--- config.mk ---
export PLATFORM = sky130hd
export DESIGN_NAME = pipo_write_arbiter
export DESIGN_NICKNAME = d
export VERILOG_FILES = /design/src/rtl/pipo_write_arbiter.sv
export SDC_FILE = /design/constraint.sdc
export NUM_CORES = 1
export LEC_CHECK = 0
export BUFFER_PORTS_ARGS = -buffer_cell sky130_fd_sc_hd__buf_2
export CAP_MARGIN = 10
export CORE_MARGIN = 5
export CORE_UTILIZATION = 52
export CTS_CLUSTER_SIZE = 30
export DETAILED_ROUTE_END_ITERATION = 16
export PLACE_DENSITY_LB_ADDON = 0.15
export SLEW_MARGIN = 5
export SYNTH_ARGS = -nofsm -noshare
export SYNTH_HDL_FRONTEND = slang
export SYNTH_SLANG_ARGS = --single-unit
--- constraint.sdc ---
create_clock -name clk -period 2.78 [get_ports clk]
set_input_delay 0.139 -clock clk [delete_from_list [all_inputs] [get_ports clk]]
set_output_delay 0.139 -clock clk [all_outputs]
set_load 0.01 [all_outputs]
--- src/rtl/pipo_write_arbiter.sv ---
// pipo_write_arbiter
//   Round-robin arbiter in front of one shared parallel-in/parallel-out register.
//   Each requester holds req[i] and a stable data word until it sees its ack
//   pulse. The arbiter grants one requester at a time, loads that requester's
//   word into the register and records which requester loaded it.
//
// Ports
//   clk         rising-edge clock
//   reset       asynchronous, active-high
//   req         per-requester write request (level, held until ack)
//   din_flat    requester i data at [i*WIDTH +: WIDTH]
//   gnt         registered one-hot grant, zero when idle
//   ack         one-cycle pulse to the requester whose word was loaded
//   dout        shared register contents
//   dout_valid  high once any word has been loaded since reset
//   owner       index of the requester that last loaded dout
//   busy        high while a grant is being serviced (GRANT or ACK)
//   state_dbg   current FSM state (0=IDLE, 1=GRANT, 2=ACK)
//
// Handshake: a requester raises req[i] with its word on din_flat and keeps both
// stable until ack[i] is seen. Dropping req[i] while gnt[i] is high and before
// ack aborts that grant without a load. One load takes three cycles.
module pipo_write_arbiter #(
  parameter int NREQ  = 4,
  parameter int WIDTH = 4,
  localparam int IDXW = $clog2(NREQ)
) (
  input  logic                  clk,
  input  logic                  reset,
  input  logic [NREQ-1:0]       req,
  input  logic [NREQ*WIDTH-1:0] din_flat,
  output logic [NREQ-1:0]       gnt,
  output logic [NREQ-1:0]       ack,
  output logic [WIDTH-1:0]      dout,
  output logic                  dout_valid,
  output logic [IDXW-1:0]       owner,
  output logic                  busy,
  output logic [1:0]            state_dbg
);

  typedef enum logic [1:0] {
    S_IDLE  = 2'd0,
    S_GRANT = 2'd1,
    S_ACK   = 2'd2
  } state_t;

  state_t          state;
  logic [IDXW-1:0] ptr;      // first index scanned on the next arbitration
  logic [IDXW-1:0] winner;   // requester currently granted

  logic [IDXW-1:0] pick_idx;
  logic            pick_valid;
  logic [IDXW-1:0] cand;

  // Scan from ptr upward (mod NREQ). Walking offsets high-to-low lets the
  // lowest offset with a pending request overwrite the others, so it wins.
  always_comb begin
    pick_valid = 1'b0;
    pick_idx   = '0;
    cand       = '0;
    for (int o = NREQ - 1; o >= 0; o--) begin
      cand = IDXW'((int'(ptr) + o) % NREQ);
      if (req[cand]) begin
        pick_valid = 1'b1;
        pick_idx   = cand;
      end
    end
  end

  assign state_dbg = state;

  always_ff @(posedge clk or posedge reset) begin
    if (reset) begin
      state      <= S_IDLE;
      gnt        <= '0;
      ack        <= '0;
      dout       <= '0;
      dout_valid <= 1'b0;
      owner      <= '0;
      ptr        <= '0;
      winner     <= '0;
      busy       <= 1'b0;
    end else begin
      case (state)
        S_IDLE: begin
          ack <= '0;
          if (pick_valid) begin
            winner <= pick_idx;
            gnt    <= NREQ'(1) << pick_idx;
            busy   <= 1'b1;
            state  <= S_GRANT;
          end else begin
            gnt  <= '0;
            busy <= 1'b0;
          end
        end
        S_GRANT: begin
          if (req[winner]) begin
            dout       <= din_flat[winner*WIDTH +: WIDTH];
            owner      <= winner;
            dout_valid <= 1'b1;
            ack        <= NREQ'(1) << winner;
            // The winner moves to lowest priority for the next scan.
            ptr        <= (winner == IDXW'(NREQ - 1)) ? '0 : winner + 1'b1;
            state      <= S_ACK;
          end else begin
            // Requester withdrew: drop the grant, keep ptr so the scan repeats.
            gnt   <= '0;
            busy  <= 1'b0;
            state <= S_IDLE;
          end
        end
        S_ACK: begin
          ack   <= '0;
          gnt   <= '0;
          busy  <= 1'b0;
          state <= S_IDLE;
        end
        default: begin
          gnt   <= '0;
          ack   <= '0;
          busy  <= 1'b0;
          state <= S_IDLE;
        end
      endcase
    end
  end

endmodule

==> summary.txt <==
Outcome
  – Status: completed

Pwr
  – Overall Power: 1.39 mW
  – Leak Pwr: approximately 0.72 nW
  – Power per cell area: 1030 nW/um2
  – Worst vdd ir: 512 uV

Global routing
  – GRT Overall Usage: 0.158
  – GRT overflow: 0
  – Vias in the first global route: 843
  – Largest net degree at the start of global routing: 23
  – First-pass GRT wire length: 3910 um
  – Initial antenna violation count: 0

Synth
  – Post-synthesis cell type count: 27
  – Share of flip-flops with an asynchronous set or reset: 1.00
  – Syn nets: 122
  – Top_reg_cell synth: dfrtp_1
  – FF+latch count, synth: 22
  – Mapped Area: 1100 um2
  – Post-synth EDFFs: 0
  – Post-synthesis sequential area ratio: 0.499
  – Post-Syn Area per Cell: approximately 11 um2
  – Cell count after synthesis: between 90 and 100
  – Yosys warnings: 0

Clock network
  – Clock root cell: clkbuf_4
  – CTS Sinks: 22
  – Clock slew seen by the registers of the worst setup and hold paths: 110 ps
  – Clk Latency, worst-skew pair: 300 ps
  – CTS max path bufs: 2
  – Post-CTS Setup Bufs: 0
  – Num CTS Buffers: 3
  – Cts repair resizes: 0
  – H-Tree Level Count: 1
  – CTS tree: yes

Placed design
  – DPL Wire Length: 1800 um
  – RePlAce Congestion: 0.766
  – Port buffer count: 39

Die
  – FP Rows: 16
  – Core ar.: 2000 um2
  – Die footprint: 3140 um2
  – Die X: 56.1 um
  – Initial core utilization: 0.551
  – I/O Pins: 40
  – Die height: 56.1 um

Drt
  – Wirelength per Cell: 14.2 um
  – Routed via count: 846
  – Drt drc: 0
  – Post-DR vias/cell: ~5.2
  – DRT Pass-1 Iters: 4
  – Antenna viol nets, final: 0
  – Total Wirelength: 2310 um
  – Initial DRC count: 22

Min path
  – Hold crit path type: in2reg
  – Hold Startpoint: din_flat[12]
  – Worst Hold End: dout[0]$_DFFE_PP0P_
  – Hold depth: 4

Setup path
  – Largest fanout on the critical path: 12
  – WP data required: 2980 ps
  – R2R setup slack: 850 ps
  – Crit-path leading delay family: multiplexers
  – Worst-case reg-to-reg path depth: 4
  – Crit end category: flop
  – Crit path cell chain: mux4_2, nand3b_4, inv_2, a32o_1
  – Critical path class: reg2reg
  – Crit-path slowest cell: mux4_2
  – WP buf/inv: 1
  – RR Endpoint: gnt[1]$_DFFE_PP0N_
  – Crit path largest cell delay: 670 ps
  – Crit path DAT: 2140 ps
  – Critical path launch point type: flop
  – R2r startpoint: winner[0]$_DFFE_PP0P_

STA
  – Slew @ Worst Pin: 809 ps
  – Final Max Slew Viols: 0
  – Fin crit share: 0.696
  – Setup TNS: 0 ps
  – Fmax: about 0.52 GHz
  – Relative slew slack: 0.460
  – # setup viols final: 0
  – Clock Skew: 6.58 ps
  – Final Hold Viols: 0
  – Period minus WS final: between 1500 and 2000 ps
  – RSZ-0062 raised after global routing: no

Final layout
  – Area occupied by multi-input gates: 497 um2
  – # diodes: 0
  – P&R area growth vs syn: 21.9%
  – FILL cells: 177
  – Seq. cell area: 551 um2
  – Fraction of layout cells with a size suffix above 1: 0.368
  – Final #Nets: about 160

Run
  – Max-Cap Viols: 0
-- registers in the layout, indices dropped and copies added, names as in the netlist --
name        flops
busy            1
state_dbg       2
winner          2
ack             4
owner           2
ptr             2
dout            4
dout_valid      1
gnt             4
-- stage by stage --
| stage | setup slack (ps) | utilization | cell area [um2] | hold slack (ps) | std cells |
|---|---|---|---|---|---|
| global placement | 900 | 0.649 | 1300 | 325 | 158 |
| floorplan | 1150 | - | 1100 | 128 | 96 |
| detailed placement | 862 | 0.649 | 1300 | 337 | 158 |
| CTS | 840 | 0.672 | 1350 | 230 | 163 |
| global route | 734 | 0.672 | 1350 | 229 | 163 |
| finish | 845 | 0.672 | 1350 | 235 | 163 |
-- kinds of logic after synthesis --
| kind of cell | count (synthesis) | synth area share |
|---|---|---|
| compound gates | 13 | 0.0828 |
| fa+ha+maj | 4 | 0.0454 |
| buf+inv | 10 | 0.0510 |
| flops | 22 | 0.499 |
| mux | 12 | 0.173 |
| simple gates | 35 | 0.149 |
-- cell usage after synthesis, drive strengths merged (2+ instances only) --
master  number  area share
mux2i        6       0.054
o31ai        2       0.014
dfrtp       22        0.50
inv          6       0.020
o21ai        3       0.017
nand2b       2       0.011
nand2       22       0.075
nor3         2      0.0091
nor2         5       0.017
buf          3       0.027
ha           4       0.045
mux4         5        0.11
a32o         2       0.018
a21oi        3       0.014
-- cells in the final DEF (no fill, tap or decap), drive strengths merged, types with 2 or more instances in the layout --
master and instances:
mux2i 6, dfrtp 22, nor2 5, nand2b 2, o31ai 2, a21oi 3
nor3 2, mux4 5, o21ai 3, ha 4, buf 39, clkbuf 4
a32o 2, inv 6, nand2 22
-- power breakdown --
part           total [mW]  internal, mW  switching (mW)
clock network       0.173        0.0799          0.0934
logic               0.635         0.297           0.338
registers           0.578         0.451           0.126
-- layout make-up --
cell class | instances | share of cell area
Sequential cell | 22 | 0.409
Multi-Input combinational cell | 64 | 0.369
Timing Repair Buffer | 40 | 0.153
Clock buffer | 4 | 0.0270
Tap cell | 27 | 0.0251
Inverter | 6 | 0.0167
-- worst min-delay path, cell delays in order --
cell and delay, ps:
buf_2 70, mux4_1 200, nand2_1 50, nand2_1 50
-- layer usage --
layer	wire, um	track usage
met4	19	0.0712
met3	131	0.0371
met2	1170	0.259
met5	0	0
met1	989	0.197
-- what timing repair did --
item,in CTS,in global routing
hold buffers,1,0
hold endpoints to repair,22,0
endpoints found under the setup margin,0,0
-- how the worst max path moves through the flow --
stage | from | to | slack, ps | cells past startpoint
final | winner[0]$_DFFE_PP0P_ | gnt[1]$_DFFE_PP0N_ | 850 | 4
after global routing | winner[0]$_DFFE_PP0P_ | gnt[3]$_DFFE_PP0N_ | 730 | 4
after CTS | winner[0]$_DFFE_PP0P_ | gnt[1]$_DFFE_PP0N_ | 840 | 4
after detailed placement | winner[0]$_DFFE_PP0P_ | gnt[3]$_DFFE_PP0N_ | 860 | 4
after global placement | winner[0]$_DFFE_PP0P_ | gnt[3]$_DFFE_PP0N_ | 900 | 4
after floorplan | winner[0]$_DFFE_PP0P_ | gnt[0]$_DFFE_PP0N_ | 1150 | 7
Power figures use the tool's default switching activity.
